**config.mk**
```make
export PLATFORM = sky130hd
export DESIGN_NAME = instruction_fetch_unit
export DESIGN_NICKNAME = d
export VERILOG_FILES = /design/src/rtl/legv8_pkg.sv /design/src/rtl/fetch_queue.sv /design/src/rtl/instruction_fetch_unit.sv
export SDC_FILE = /design/constraint.sdc
export NUM_CORES = 1
export LEC_CHECK = 0
export CAP_MARGIN = 40
export CORE_UTILIZATION = 35
export DETAILED_ROUTE_END_ITERATION = 8
export GPL_TIMING_DRIVEN = 0
export PLACE_DENSITY = 0.63
export SETUP_SLACK_MARGIN = 0.02
export SLEW_MARGIN = 5
export SYNTH_ARGS = -nofsm -noshare
export SYNTH_HDL_FRONTEND = slang
export SYNTH_SLANG_ARGS = --single-unit
```
**constraint.sdc**
```tcl
create_clock -name CLK -period 22.5 [get_ports CLK]
set_clock_uncertainty 0.15 [all_clocks]
set_input_delay 3.375 -clock CLK [delete_from_list [all_inputs] [get_ports CLK]]
set_output_delay 3.375 -clock CLK [all_outputs]
set_load 0.02 [all_outputs]
```
**src/rtl/legv8_pkg.sv**
```systemverilog
// Shared fetch-path types and constants.
// Entry layout is {pc, instr}, pc in the upper bits.
package legv8_pkg;

    localparam int INSTR_W = 32;
    localparam int ADDR_W  = 64;
    localparam logic [ADDR_W-1:0] PC_INC = 64'd4;

    typedef struct packed {
        logic [ADDR_W-1:0]  pc;
        logic [INSTR_W-1:0] instr;
    } fetch_entry_t;

    localparam int ENTRY_W = $bits(fetch_entry_t);

    // Instructions are word aligned; drop the byte offset.
    function automatic logic [ADDR_W-1:0] align_pc(
        input logic [ADDR_W-1:0] pc
    );
        return pc & ~64'h3;
    endfunction

endpackage

```
**src/rtl/fetch_queue.sv**
```systemverilog
// Small synchronous FIFO between fetch and decode.
// Flush beats push/pop; push is accepted when full if a pop happens too.
module fetch_queue #(
    parameter int DEPTH = 2,
    parameter int WIDTH = 96
) (
    input  logic                     clk_i,
    input  logic                     rst_n_i,
    input  logic                     flush_i,
    input  logic                     push_i,
    input  logic [WIDTH-1:0]         push_data_i,
    input  logic                     pop_i,
    output logic [WIDTH-1:0]         head_o,
    output logic                     empty_o,
    output logic [$clog2(DEPTH):0]   count_o
);

    localparam int PTR_W = $clog2(DEPTH);
    localparam int CNT_W = PTR_W + 1;
    localparam logic [CNT_W-1:0] DEPTH_C = CNT_W'(DEPTH);

    logic [WIDTH-1:0] mem_q [DEPTH];
    logic [PTR_W-1:0] wr_q, wr_d;
    logic [PTR_W-1:0] rd_q, rd_d;
    logic [CNT_W-1:0] count_q, count_d;
    logic             full;
    logic             do_pop;
    logic             do_push;

    assign full    = (count_q == DEPTH_C);
    assign empty_o = (count_q == '0);
    assign count_o = count_q;
    assign do_pop  = pop_i & ~empty_o;
    assign do_push = push_i & (~full | do_pop);
    assign head_o  = empty_o ? '0 : mem_q[rd_q];

    // Pointer and occupancy next-state; flush empties the queue.
    always_comb begin
        wr_d    = wr_q;
        rd_d    = rd_q;
        count_d = count_q;
        if (flush_i) begin
            wr_d    = '0;
            rd_d    = '0;
            count_d = '0;
        end else begin
            if (do_push) wr_d = wr_q + 1'b1;
            if (do_pop)  rd_d = rd_q + 1'b1;
            count_d = count_q + CNT_W'(do_push) - CNT_W'(do_pop);
        end
    end

    // Pointer and occupancy registers.
    always_ff @(posedge clk_i) begin
        if (!rst_n_i) begin
            wr_q    <= '0;
            rd_q    <= '0;
            count_q <= '0;
        end else begin
            wr_q    <= wr_d;
            rd_q    <= rd_d;
            count_q <= count_d;
        end
    end

    // Entry storage; contents are don't-care while not counted.
    always_ff @(posedge clk_i) begin
        if (!flush_i && do_push) begin
            mem_q[wr_q] <= push_data_i;
        end
    end

endmodule

```
**src/rtl/instruction_fetch_unit.sv**
```systemverilog
// Fetch unit: PC register, instruction-memory request,
// and a fetch queue feeding decode over valid/ready.
module instruction_fetch_unit
    import legv8_pkg::*;
#(
    parameter logic [63:0] RESET_PC = 64'h0,
    parameter int          FQ_DEPTH = 2
) (
    input  logic        CLK,
    input  logic        resetl,
    output logic [63:0] imem_addr,
    input  logic [31:0] imem_data,
    input  logic        redirect_valid,
    input  logic [63:0] redirect_pc,
    output logic        id_valid,
    input  logic        id_ready,
    output logic [31:0] id_instr,
    output logic [63:0] id_pc
);

    localparam int CNT_W = $clog2(FQ_DEPTH) + 1;
    localparam logic [CNT_W-1:0] DEPTH_C = CNT_W'(FQ_DEPTH);

    logic [ADDR_W-1:0] pc_q, pc_d;
    logic              enq;
    logic              deq;
    logic              fq_empty;
    logic [CNT_W-1:0]  fq_count;
    fetch_entry_t      tail_entry;
    fetch_entry_t      head_entry;

    assign imem_addr = pc_q;

    // A redirect holds the head in place; the flush discards it anyway.
    assign deq = id_valid & id_ready & ~redirect_valid;
    assign enq = ~redirect_valid & ((fq_count < DEPTH_C) | deq);

    assign tail_entry.pc    = pc_q;
    assign tail_entry.instr = imem_data;

    fetch_queue #(
        .DEPTH (FQ_DEPTH),
        .WIDTH (ENTRY_W)
    ) u_fq (
        .clk_i       (CLK),
        .rst_n_i     (resetl),
        .flush_i     (redirect_valid),
        .push_i      (enq),
        .push_data_i (tail_entry),
        .pop_i       (deq),
        .head_o      (head_entry),
        .empty_o     (fq_empty),
        .count_o     (fq_count)
    );

    // Queue head reads back as zero when empty, so decode never sees X.
    assign id_valid = ~fq_empty;
    assign id_instr = head_entry.instr;
    assign id_pc    = head_entry.pc;

    // Next PC: redirect target, sequential advance, or hold on stall.
    always_comb begin
        pc_d = pc_q;
        if (redirect_valid) begin
            pc_d = align_pc(redirect_pc);
        end else if (enq) begin
            pc_d = pc_q + PC_INC;
        end
    end

    // PC register.
    always_ff @(posedge CLK) begin
        if (!resetl) begin
            pc_q <= RESET_PC;
        end else begin
            pc_q <= pc_d;
        end
    end

endmodule

```
==> impl_metrics.csv <==
group,metric,value,unit
run_status,status,"finished, final reports clean",
synthesis,netlist_area,11100,sq um
sta,fin_setup_tns,0,ns
global_routing,grt_max_degree,50,
floorplan,die_x,180,um
synthesis,synth_top_area_share,50.7,%
synthesis,yosysTopAreaCell,"edfxtp_1",
cells_and_area,fin_util,49.2,%
sta,rsz0062_at_grt,"no",
synthesis,synth_top_cells_by_count,"edfxtp_1, nor2_1, mux2i_1, dfxtp_1, o21ai_0",
sta,setup_ws,15.61,ns
synthesis,synth_area_leaders,"edfxtp_1, dfxtp_1, mux2i_1, nor2_1, xnor2_1",
setup_path,worstPathArrival,3.37,ns
synthesis,yosysSeqAreaShare,62.7,%
clock_network,h-tree-depth,1,
placed_design,globalplace.congestion,0.845,
global_routing,overflow,0,
clock_network,cts.sinks,255,
route,wl,31.7,mm
run,drv_cap,0,
setup_path,endpoint_kind,"primary output",
global_routing,grt_pass1_vias,8078,
clock_network,ctsHoldBuffers,0,
synthesis,avgSynthCellArea,12.3,sq um
route,avgViaCountPerCell,5.15,
clock_network,ctsResizeCount,0,
sta,hold_viol,0,
route,drt_first_pass_iters,5,
min_path,hold_class,"reg -> reg",
clock_network,clk_pin_slew,0.06,ns
floorplan,pin_count,261,
clock_network,clockRootBuffer,"clkbuf_16",
global_routing,grt_pass1_wl,48.3,mm
sta,max_freq,145,MHz
setup_path,critPathLaunch,"u_fq.count_o[1]",
clock_network,cts_tree,"done",
synthesis,yosysMostFrequentCell,"edfxtp_1",
synthesis,synthArstFlopShare,0,%
global_routing,grt_antenna_before_repair,4,
synthesis,ys.flop_type,"edfxtp_1",
cells_and_area,drive_above_1_share,5.89,%
placed_design,dp_hpwl,23.1,mm
placed_design,numPortBuffers,253,
floorplan,coreArea,31000,sq um
clock_network,clock_path_buffers,3,
synthesis,synth_edf_count,188,
sta,tightest_slew,0.852,ns
synthesis,netlist_instances,908,
sta,maxSlewViolCount,0,
pwr,ir_drop,68.9,uV
route,vias,8339,
setup_path,path_cells,"clkbuf_1 > nor2_1 > clkbuf_1 > buf_6 > buf_1 > nor2_1 > clkdlybuf4s50_1",
sta,fin_crit,6.89,ns
route,wl_per_cell,19.6,um
setup_path,cp-start-kind,"flip-flop",
sta,slew_headroom,43.0,%
floorplan,row_count,64,
setup_path,cpMaxStageDelayCell,"clkdlybuf4s50_1",
pwr,p_leak,4.99,nW
min_path,hold_path_startpoint,"imem_addr[4]",
cells_and_area,nets,1306,
synthesis,yosysUniqueCellTypes,64,
floorplan,die_area,32600,sq um
synthesis,yosysWarningCount,0,
global_routing,grt.total_usage,19.1,%
cells_and_area,syn2layout_area_growth,36.9,%
floorplan,initial_core_util,36.0,%
route,drtAntennaViolNets,0,
setup_path,worstPathMaxFanout,10,
setup_path,critPathKind,"reg -> out",
sta,fin_crit_sh,30.6,%
route,drt_first_iter_violations,549,
placed_design,place_ws,16.15,ns
setup_path,cp.required,18.98,ns
floorplan,fp.dieH,180,um
clock_network,post_cts_buffers,0,
synthesis,synth-seq-cells,255,
pwr,p_per_area,76.8,nW/um^2
clock_network,clock_latency,0.54,ns
clock_network,cts_buffers,28,
setup_path,critPathMaxStageDelay,0.56,ns
setup_path,r2r_start,"imem_addr[4]",
sta,setup_viol,0,
route,drc,0,
==> where the power goes <==
| part | switching (mW) | internal (mW) |
|---|---|---|
| clock network | 0.178 | 0.263 |
| logic | 0.0911 | 0.0803 |
| registers | 0.0224 | 0.538 |
==> metal layers <==
layer / up-vias / routed length, um / track usage (%)
li1: 3995 / - / -
met2: 260 / 14500 / 31.0
met5: - / 23 / 0
met1: 4032 / 14500 / 25.7
met4: 4 / 658 / 4.51
met3: 48 / 2050 / 4.37
==> stage by stage <==
step | hold WS, ns | area, sq um | total power [mW] | cells
after global routing | 0.356 | 15300 | 1.21 | 1619
after global placement | 0.335 | 14200 | 0.740 | 1560
after detailed placement | 0.340 | 14400 | 0.742 | 1570
after floorplan | 0.322 | 11200 | 0.651 | 911
final | 0.350 | 15300 | 1.17 | 1620
after CTS | 0.354 | 15200 | 1.18 | 1618
==> worst paths after layout <==
check	cells past startpoint	to	slack (ns)
worst min-delay path	0	u_fq.mem_q[1][36]	0.35
worst max-delay path	7	id_pc[24]	15.61
worst min register to register	0	u_fq.mem_q[1][36]	0.35
worst max register to register	6	imem_addr[62]	19.55
==> critical path, delay by kind of cell (launching register included) <==
| family | cells | cell delay (ns) |
|---|---|---|
| buffers and inverters | 5 | 1.89 |
| flip-flops | 1 | 0.34 |
| AND/OR/NAND/NOR | 2 | 0.58 |
==> logic make-up (layout without fill, tap and decap cells) <==
| logic type | Yosys count | count (layout) | synth area share [%] |
|---|---|---|---|
| simple gates | 303 | 303 | 14.2 |
| flops | 255 | 255 | 62.7 |
| fa+ha+maj | 2 | 2 | 0.224 |
| xor+xnor | 40 | 40 | 3.14 |
| compound gates | 137 | 137 | 7.99 |
| mux | 96 | 96 | 8.62 |
| buf+inv | 74 | 385 | 3.08 |
| other cells | 1 | 6 | 0.0336 |
==> state kept, by name, summed over array words and instances (netlist names), named ones only <==
signal	flops
u_fq.rd_q	1
u_fq.mem_q	188
imem_addr	62
u_fq.count_o	2
u_fq.wr_q	1
==> cells in the final DEF (no fill, tap or decap), types with 9 or more instances in the layout <==
master,instances
clkdlybuf4s50_1,253
edfxtp_1,188
nor2_1,109
mux2i_1,96
dfxtp_1,67
o21ai_0,50
clkbuf_1,43
nand2_1,39
xnor2_1,31
a21oi_1,29
clkbuf_16,29
nand3_1,23
nand4_1,22
nor3_1,20
nor4_1,17
inv_1,14
or4_1,12
and4_1,12
o211a_1,12
buf_1,12
and3_1,11
a31oi_1,10
or3_1,10
xor2_1,9
==> final cells by class <==
| class | count | area [sq um] |
|---|---|---|
| antenna | 2 | 5.00 |
| buffer | 59 | 287 |
| clock buffer | 40 | 787 |
| clock inverter | 8 | 86.3 |
| fill | 2776 | 15700 |
| inverter | 15 | 56.3 |
| multi-input combinational | 582 | 3840 |
| sequential | 255 | 6990 |
| tap | 396 | 495 |
| timing repair buffer | 263 | 2710 |
No activity file was read; power rests on OpenSTA's default activity.
